===== config.mk =====
export PLATFORM = sky130hd
export DESIGN_NAME = glb_crd_rd_port
export DESIGN_NICKNAME = d
export VERILOG_FILES = /design/src/rtl/glb_crd_rd_port.sv
export SDC_FILE = /design/constraint.sdc
export NUM_CORES = 1
export LEC_CHECK = 0
export BUFFER_PORTS_ARGS = -buffer_cell sky130_fd_sc_hd__buf_2
export CORE_AREA = 2 2 423 425
export CTS_BUF_LIST = sky130_fd_sc_hd__clkbuf_16
export CTS_CLUSTER_SIZE = 8
export DETAILED_ROUTE_END_ITERATION = 16
export DIE_AREA = 0 0 425 427
export PLACE_DENSITY_LB_ADDON = 0.1
export SLEW_MARGIN = 15
export SYNTH_ARGS = -nofsm -noshare
export SYNTH_HDL_FRONTEND = slang
export SYNTH_SLANG_ARGS = --single-unit

===== constraint.sdc =====
create_clock -name clk -period 3.64 [get_ports clk]
set_input_delay 0.546 -clock clk [delete_from_list [all_inputs] [get_ports clk]]
set_output_delay 0.546 -clock clk [all_outputs]
set_load 0.01 [all_outputs]

===== src/rtl/glb_crd_rd_port.sv =====
// Global-buffer responder for KNN coordinate fetches: shares one SRAM port with the
// loader (writes win), tracks one in-flight read and returns words through a credit-guarded FIFO.
module glb_crd_rd_port #(
    parameter int unsigned SRAM_WIDTH = 256,
    parameter int unsigned IDX_WIDTH  = 10,
    parameter int unsigned FIFO_DEPTH = 4
) (
    input  logic                  clk,
    input  logic                  rst_n,
    input  logic                  CCUGLB_Rst,
    input  logic [IDX_WIDTH-1:0]  KNNGLB_CrdAddr,
    input  logic                  KNNGLB_CrdAddrVld,
    output logic                  GLBKNN_CrdAddrRdy,
    output logic [SRAM_WIDTH-1:0] GLBKNN_Crd,
    output logic                  GLBKNN_CrdVld,
    input  logic                  KNNGLB_CrdRdy,
    input  logic                  LDRGLB_WrEn,
    input  logic [IDX_WIDTH-1:0]  LDRGLB_WrAddr,
    input  logic [SRAM_WIDTH-1:0] LDRGLB_WrData,
    output logic                  GLBSRAM_En,
    output logic                  GLBSRAM_We,
    output logic [IDX_WIDTH-1:0]  GLBSRAM_Addr,
    output logic [SRAM_WIDTH-1:0] GLBSRAM_WrData,
    input  logic [SRAM_WIDTH-1:0] SRAMGLB_RdData,
    output logic [IDX_WIDTH:0]    GLBCCU_RdCnt
);

    localparam int unsigned PTR_W   = (FIFO_DEPTH > 1) ? $clog2(FIFO_DEPTH) : 1;
    localparam int unsigned CNT_W   = PTR_W + 1;
    localparam int unsigned RDCNT_W = IDX_WIDTH + 1;
    localparam logic [RDCNT_W-1:0] RDCNT_MAX = RDCNT_W'(1) << IDX_WIDTH;

    logic [SRAM_WIDTH-1:0] fifoMem [FIFO_DEPTH];
    logic [PTR_W-1:0]      rdPtr;
    logic [PTR_W-1:0]      wrPtr;
    logic [CNT_W-1:0]      fifoCnt;
    logic [CNT_W-1:0]      occ;
    logic [CNT_W-1:0]      occAfterPop;
    logic                  inFlight;
    logic                  wrEn;
    logic                  accept;
    logic                  push;
    logic                  pop;

    // Credit: a read may issue only if its word is guaranteed a FIFO slot on return.
    assign wrEn              = rst_n & LDRGLB_WrEn;
    assign GLBKNN_CrdVld     = (fifoCnt != '0);
    assign GLBKNN_Crd        = fifoMem[rdPtr];
    assign pop               = GLBKNN_CrdVld & KNNGLB_CrdRdy;
    assign occ               = fifoCnt + CNT_W'(inFlight);
    assign occAfterPop       = occ - CNT_W'(pop);
    assign GLBKNN_CrdAddrRdy = rst_n & ~LDRGLB_WrEn & ~CCUGLB_Rst
                               & (occAfterPop < CNT_W'(FIFO_DEPTH));
    assign accept            = KNNGLB_CrdAddrVld & GLBKNN_CrdAddrRdy;
    assign push              = inFlight & ~CCUGLB_Rst;

    // Single SRAM port: loader write first, then an accepted read.
    always_comb begin
        GLBSRAM_En     = 1'b0;
        GLBSRAM_We     = 1'b0;
        GLBSRAM_Addr   = '0;
        GLBSRAM_WrData = '0;
        if (wrEn) begin
            GLBSRAM_En     = 1'b1;
            GLBSRAM_We     = 1'b1;
            GLBSRAM_Addr   = LDRGLB_WrAddr;
            GLBSRAM_WrData = LDRGLB_WrData;
        end else if (accept) begin
            GLBSRAM_En   = 1'b1;
            GLBSRAM_Addr = KNNGLB_CrdAddr;
        end
    end

    always_ff @(posedge clk or negedge rst_n) begin
        if (!rst_n) begin
            for (int unsigned i = 0; i < FIFO_DEPTH; i++) begin
                fifoMem[i] <= '0;
            end
        end else if (push) begin
            fifoMem[wrPtr] <= SRAMGLB_RdData;
        end
    end

    // Pointer, occupancy and in-flight tracking; the CCU flush overrides everything.
    always_ff @(posedge clk or negedge rst_n) begin
        if (!rst_n) begin
            rdPtr    <= '0;
            wrPtr    <= '0;
            fifoCnt  <= '0;
            inFlight <= 1'b0;
        end else if (CCUGLB_Rst) begin
            rdPtr    <= '0;
            wrPtr    <= '0;
            fifoCnt  <= '0;
            inFlight <= 1'b0;
        end else begin
            inFlight <= accept;
            if (push) begin
                wrPtr <= wrPtr + PTR_W'(1);
            end
            if (pop) begin
                rdPtr <= rdPtr + PTR_W'(1);
            end
            fifoCnt <= fifoCnt + CNT_W'(push) - CNT_W'(pop);
        end
    end

    always_ff @(posedge clk or negedge rst_n) begin
        if (!rst_n) begin
            GLBCCU_RdCnt <= '0;
        end else if (CCUGLB_Rst) begin
            GLBCCU_RdCnt <= '0;
        end else if (pop && (GLBCCU_RdCnt != RDCNT_MAX)) begin
            GLBCCU_RdCnt <= GLBCCU_RdCnt + RDCNT_W'(1);
        end
    end

    fifoNoOverflow: assert property (@(posedge clk) disable iff (!rst_n)
        !(push && !pop && (fifoCnt == CNT_W'(FIFO_DEPTH))));

endmodule

# Yosys cells after proc, flatten, opt, wreduce, memory -nomap -nowiden
# Index checks and enable logic that the tools add are counted.
dict set report totals {
  register_bits 1043
  input_bits 538
  output_inout_bits 537
  word_cells 58
}
dict set report op_classes {
  add_sub_neg 7
  magnitude_cmp 4
  n_eq_ne 1
  mux 20
  n_bitwise 11
  n_reduce_logical 6
}
# cell count
set ops {}
lappend ops {{1024-bit bitwise mux} 1}
lappend ops {{256-bit 2-to-1 mux} 4}
lappend ops {{256-bit binary-select mux with 2-bit select} 1}
lappend ops {{256-bit demux with 2-bit select} 1}
lappend ops {{11-bit 2-to-1 mux} 2}
lappend ops {{10-bit 2-to-1 mux} 2}
lappend ops {{11-bit by 1-bit adder with 11-bit output (second input constant)} 1}
lappend ops {{11-bit != test (second input constant)} 1}
lappend ops {{2-bit 2-to-1 mux} 4}
lappend ops {{1-bit AND} 7}
lappend ops {{3-bit by 1-bit adder with 3-bit output} 2}
lappend ops {{3-bit greater-or-equal comparator (second input constant)} 2}
lappend ops {{2-bit NOT with 3-bit output} 2}
lappend ops {{2-bit nonzero test} 3}
lappend ops {{3-bit by 1-bit subtractor with 3-bit output} 2}
lappend ops {{2-bit by 1-bit adder with 2-bit output (second input constant)} 2}
lappend ops {{1-bit 2-to-1 mux} 4}
lappend ops {{3-bit by 1-bit less-than comparator with 1-bit output (second input constant)} 1}
lappend ops {{3-bit less-than comparator (second input constant)} 1}
lappend ops {{3-bit 2-to-1 mux} 1}
lappend ops {{3-bit nonzero test} 1}
lappend ops {{1-bit logical AND} 2}
lappend ops {{1-bit NOT} 2}

# Logic depth before layout (Yosys ltp)
dict set report depth {
  word_depth 8
  depth_mapped 9
  ltp_nobuf 9
}

# Worst setup path after synthesis
# Ideal clock, no wire load.
dict set report synth_timing {
  kind {flip-flop to output port}
  startpoint {reg fifoCnt[1]}
  endpoint {out GLBSRAM_Addr[0]}
  arrival_time_ns 2.313
  required_ns 3.094
  path_slack_ns 0.781
  path_stages_with_launch 10
  path_buffers 1
  path_cell_list {dfrtp_1 o31ai_2 inv_1 ha_1 inv_1 ha_1 a31oi_1 mux2i_1 buf_4 a22o_1}
}
dict set report synth_between {
  elab_chain_len 8
  elab_cells_between_ends 9
  cone_classes {add/sub: 2; order compare: 1; mux: 2; bitwise: 3; reduce/logical: 1}
}
# element line_no
set synth_lines {}
lappend synth_lines {{start: declaration} 36} ;# logic [CNT_W-1:0] fifoCnt;
lappend synth_lines {{start signal: assignment} 104} ;# fifoCnt <= fifoCnt + CNT_W'(push) - CNT_W'(pop);
lappend synth_lines {{branches (longest 2 deep; another with 3-bit by 1-bit adder with 3-bit output)} n/a}
lappend synth_lines {{3-bit by 1-bit subtractor with 3-bit output (*)} 51} ;# assign occAfterPop = occ - CNT_W'(pop);
lappend synth_lines {{3-bit less-than comparator (*)} 53} ;# & (occAfterPop < CNT_W'(FIFO_DEPTH));
lappend synth_lines {{1-bit AND (*)} 53}
lappend synth_lines {{1-bit AND (*)} 54} ;# assign accept = KNNGLB_CrdAddrVld & GLBKNN_CrdAddrRdy;
lappend synth_lines {{10-bit 2-to-1 mux (*)} 68} ;# end else if (accept) begin
lappend synth_lines {{10-bit 2-to-1 mux (*)} 63} ;# if (wrEn) begin
lappend synth_lines {{end: declaration} 22} ;# output logic [IDX_WIDTH-1:0] GLBSRAM_Addr,
# Mark *: on every way between the ends.

# Worst setup path after layout
dict set report layout_timing {
  startpoint {reg fifoCnt[0]}
  endpoint {out GLBSRAM_Addr[5]}
}
# Same word-level chain as after synthesis.

==> impl_metrics.toml <==
[outcome]
outcome = "complete, no violations"

[synth]
netlist_top_cells_area = "dfrtp_1 (52%), mux2_4 (24%), mux4_2 (11%), mux2_2 (5.0%), and3_1 (3.2%)"
synth_top_cell_by_area = "dfrtp_1"
yosys_warnings = 0
synth_flop_cell = "dfrtp_1"
synth-edff-count = 0
syn_area_um2 = 50500
ys_seq_elements = 1043
ys_types = 41
synth_top_area_frac = 0.517
seq_area_frac_synth = 0.517
syn-num-nets = 3465
postSynth.asyncResetShare = 1.00
yosysMostFrequentCell = "dfrtp_1"
netlist_instances = 2916
synth.avg_cell_area_um2 = 17.3
ys_top_cells_by_count = "dfrtp_1 (1,043), mux2_4 (800), and3_1 (256), mux4_2 (256), mux2_2 (224)"

[global_route]
grt_overflow = 0
antenna_found_initial = 217
grt_pass1_wl_um = 335000
grt_util_met2 = 0.481
grt_util_met1 = 0.287
top_usage_layer = "met2"
track_usage = 0.275
grtUsageMet3 = 0.114
grt_max_degree = 112
grt_pass1_vias = 35300

[worst_setup_path]
endpoint_kind = "output pin"
cp_top_family = "compound AO/OA/AOI/OAI gates"
slowest_stage = "dfrtp_2"
cp.required_ns = 3.09
crit_type = "flip-flop to output pin"
path_buf_inv = 4
r2r-start = "wrPtr[0]"
cp_data_arrival_time_ns = 2.98
rr_worst_depth = 4
critPathMaxFanout = 6
cp_cell_sequence = "o31ai_4 -> inv_2 -> ha_2 -> inv_2 -> ha_4 -> a31oi_4 -> mux2i_4 -> buf_6 -> a22o_1 -> buf_6"
r2r_slack_ns = 1.29
r2r-end = "fifoMem[121]"
critPathLaunchType = "flip-flop"
slowest_delay_ns = 0.43

[routing]
routed_wirelength_um = 253000
ant_nets = 0
routed_via_density = 4.84
wire_per_inst_um = 37.5
drt_iter0_drc = 1746
routed-via-count = 32800
drc_errors = 0
dr.pass1.iters = 4

[placed_design]
numPortBuffers = 1074
place.gp.congestion = 1.07
place_inst = 6213
dp_hpwl_um = 202000

[pwr]
p_leak_nw = 34.8
peakVddDrop_mv = 0.437
p_per_area_nw_per_um2 = 610

[floorplanning]
coreArea_um2 = 177000
dieHeight_um = 427
ios = 1075
fp.dieW_um = 425
start_util = 0.285
fp-row-count = 155
dieArea_um2 = 181000

[timing]
fin_crit_sh = 0.968
final_hold_viol_count = 0
relSlewSlack = 0.417
fmax_mhz = 284
rsz0062_at_grt = "yes"
fin_tns_setup_ns = 0
setup_viol = 0
worstMarginPinSlew_ns = 0.874
clock_skew_ns = 0.0533
post-route-min-period_ns = 3.52
slew_violations = 0

[cts]
cts_buffers = 150
ctsHtreeMaxLevel = 4
clock_latency_ns = 0.81
path_clk_slew_ns = 0.05
cts_max_path_buffers = 3
cts_tree = "yes"
cts_root_buffer = "clkbuf_16"
cts.sinks = 1043

[worst_hold_path]
hold_class = "input port to flip-flop"
worstHoldEndpoint = "fifoMem[599]"
worstHoldPathCells = 2
hp-start = "SRAMGLB_RdData[87]"

[run]
max_cap_violations = 0

[finish]
nets = 4782
stdcell_count = 6764
area_growth_pct = 29.1
drive_gt1_frac = 0.621
==> worst register-to-register path, delay by kind of cell, from the launching register on <==
kind	cells	cell delay, ns
buffers and inverters	1	0.88
flip-flops	1	0.42
adder cells (fa/ha/maj)	1	0.29
AND/OR/NAND/NOR	1	0.30
multiplexers	1	0.38
==> placed cells by master, fill, tap and decap left out, drive strengths merged, types with 4 or more instances in the layout <==
cell type / synthesis / layout
ha: 10 / 10
diode: 0 / 151
nor2: 17 / 17
mux4: 256 / 256
dfrtp: 1043 / 1043
nor4: 4 / 4
xor2: 4 / 4
dlygate4sd3: 0 / 217
mux2: 1024 / 1024
nand2: 7 / 7
buf: 162 / 1178
clkinv: 0 / 11
xnor2: 10 / 10
inv: 14 / 28
and3: 256 / 256
clkbuf: 68 / 151
a22o: 10 / 10
==> timing repair <==
item | 4_1_cts | 5_1_grt
pin swaps | 4 | 3
cloned | 1 | 0
setup endpoints to repair | 12 | 11
hold buffers | 217 | 0
resized for setup | 18 | 5
setup buffers | 5 | 0
hold endpoints to repair | 917 | 0
==> final cells by class <==
class                   instances  area (µm²)
inverters                      14        52.6
flip-flops and latches       1043       26100
clock inverters                26         364
well taps                    2355        2950
fillers                     17100      112000
multi-input cells            1629       22700
clock buffers                 151        3780
diodes                        151         378
repair buffers               1395        8850
==> sequential cells by signal, summed over array words and instances, names as in the netlist <==
| name | flops |
|---|---|
| fifoMem | 1024 |
| GLBCCU_RdCnt | 11 |
| fifoCnt | 3 |
| rdPtr | 2 |
| wrPtr | 2 |
| inFlight | 1 |
==> routing by layer <==
metal / wire length (µm) / up-vias
met3: 22400 / 605
met4: 13600 / 88
met5: 586 / -
met1: 88500 / 17300
li1: - / 13600
met2: 128000 / 1187
==> cells by family (layout without fill, tap and decap cells) <==
group / after synthesis / after routing / synth area share
compound gates: 18 / 18 / 0.00302
mux: 1283 / 1283 / 0.402
simple gates: 303 / 303 / 0.0374
flops: 1043 / 1043 / 0.517
other cells: 0 / 151 / 0
fa+ha+maj: 11 / 11 / 0.00287
buf+inv: 244 / 1586 / 0.0353
xor+xnor: 14 / 14 / 0.00243
==> metrics by stage <==
stage | util | cell area [µm²] | hold slack (ns) | power [mW] | setup WS, ns
after global routing | 0.367 | 65100 | 0.0213 | 41.5 | -0.00531
after floorplan | - | 50500 | 0.250 | 21.0 | 0.781
after detailed placement | 0.329 | 58400 | 0.466 | 27.0 | 0.426
after global placement | 0.329 | 58400 | 0.459 | 27.0 | 0.397
after CTS | 0.366 | 64800 | 0.000124 | 40.5 | 0.00384
final | 0.368 | 65200 | 0.0686 | 39.7 | 0.116
==> power breakdown <==
part	internal, mW	switching, mW	leakage [nW]
registers	13.2	1.01	14.2
clock network	7.46	5.35	2.05
logic	6.15	6.54	18.5
==> how the worst max path moves through the flow <==
stage	from	to	slack [ns]	cells past startpoint
4_1_cts	fifoCnt[2]	GLBSRAM_Addr[2]	0.004	10
3_3_place_gp	fifoCnt[1]	GLBSRAM_Addr[1]	0.40	10
5_1_grt	fifoCnt[2]	GLBSRAM_Addr[2]	-0.005	10
2_1_floorplan	fifoCnt[1]	GLBSRAM_Addr[0]	0.78	9
6_report	fifoCnt[0]	GLBSRAM_Addr[5]	0.12	10
3_5_place_dp	fifoCnt[1]	GLBSRAM_Addr[1]	0.43	10
Note: power is estimated with default switching activity, not from simulation.
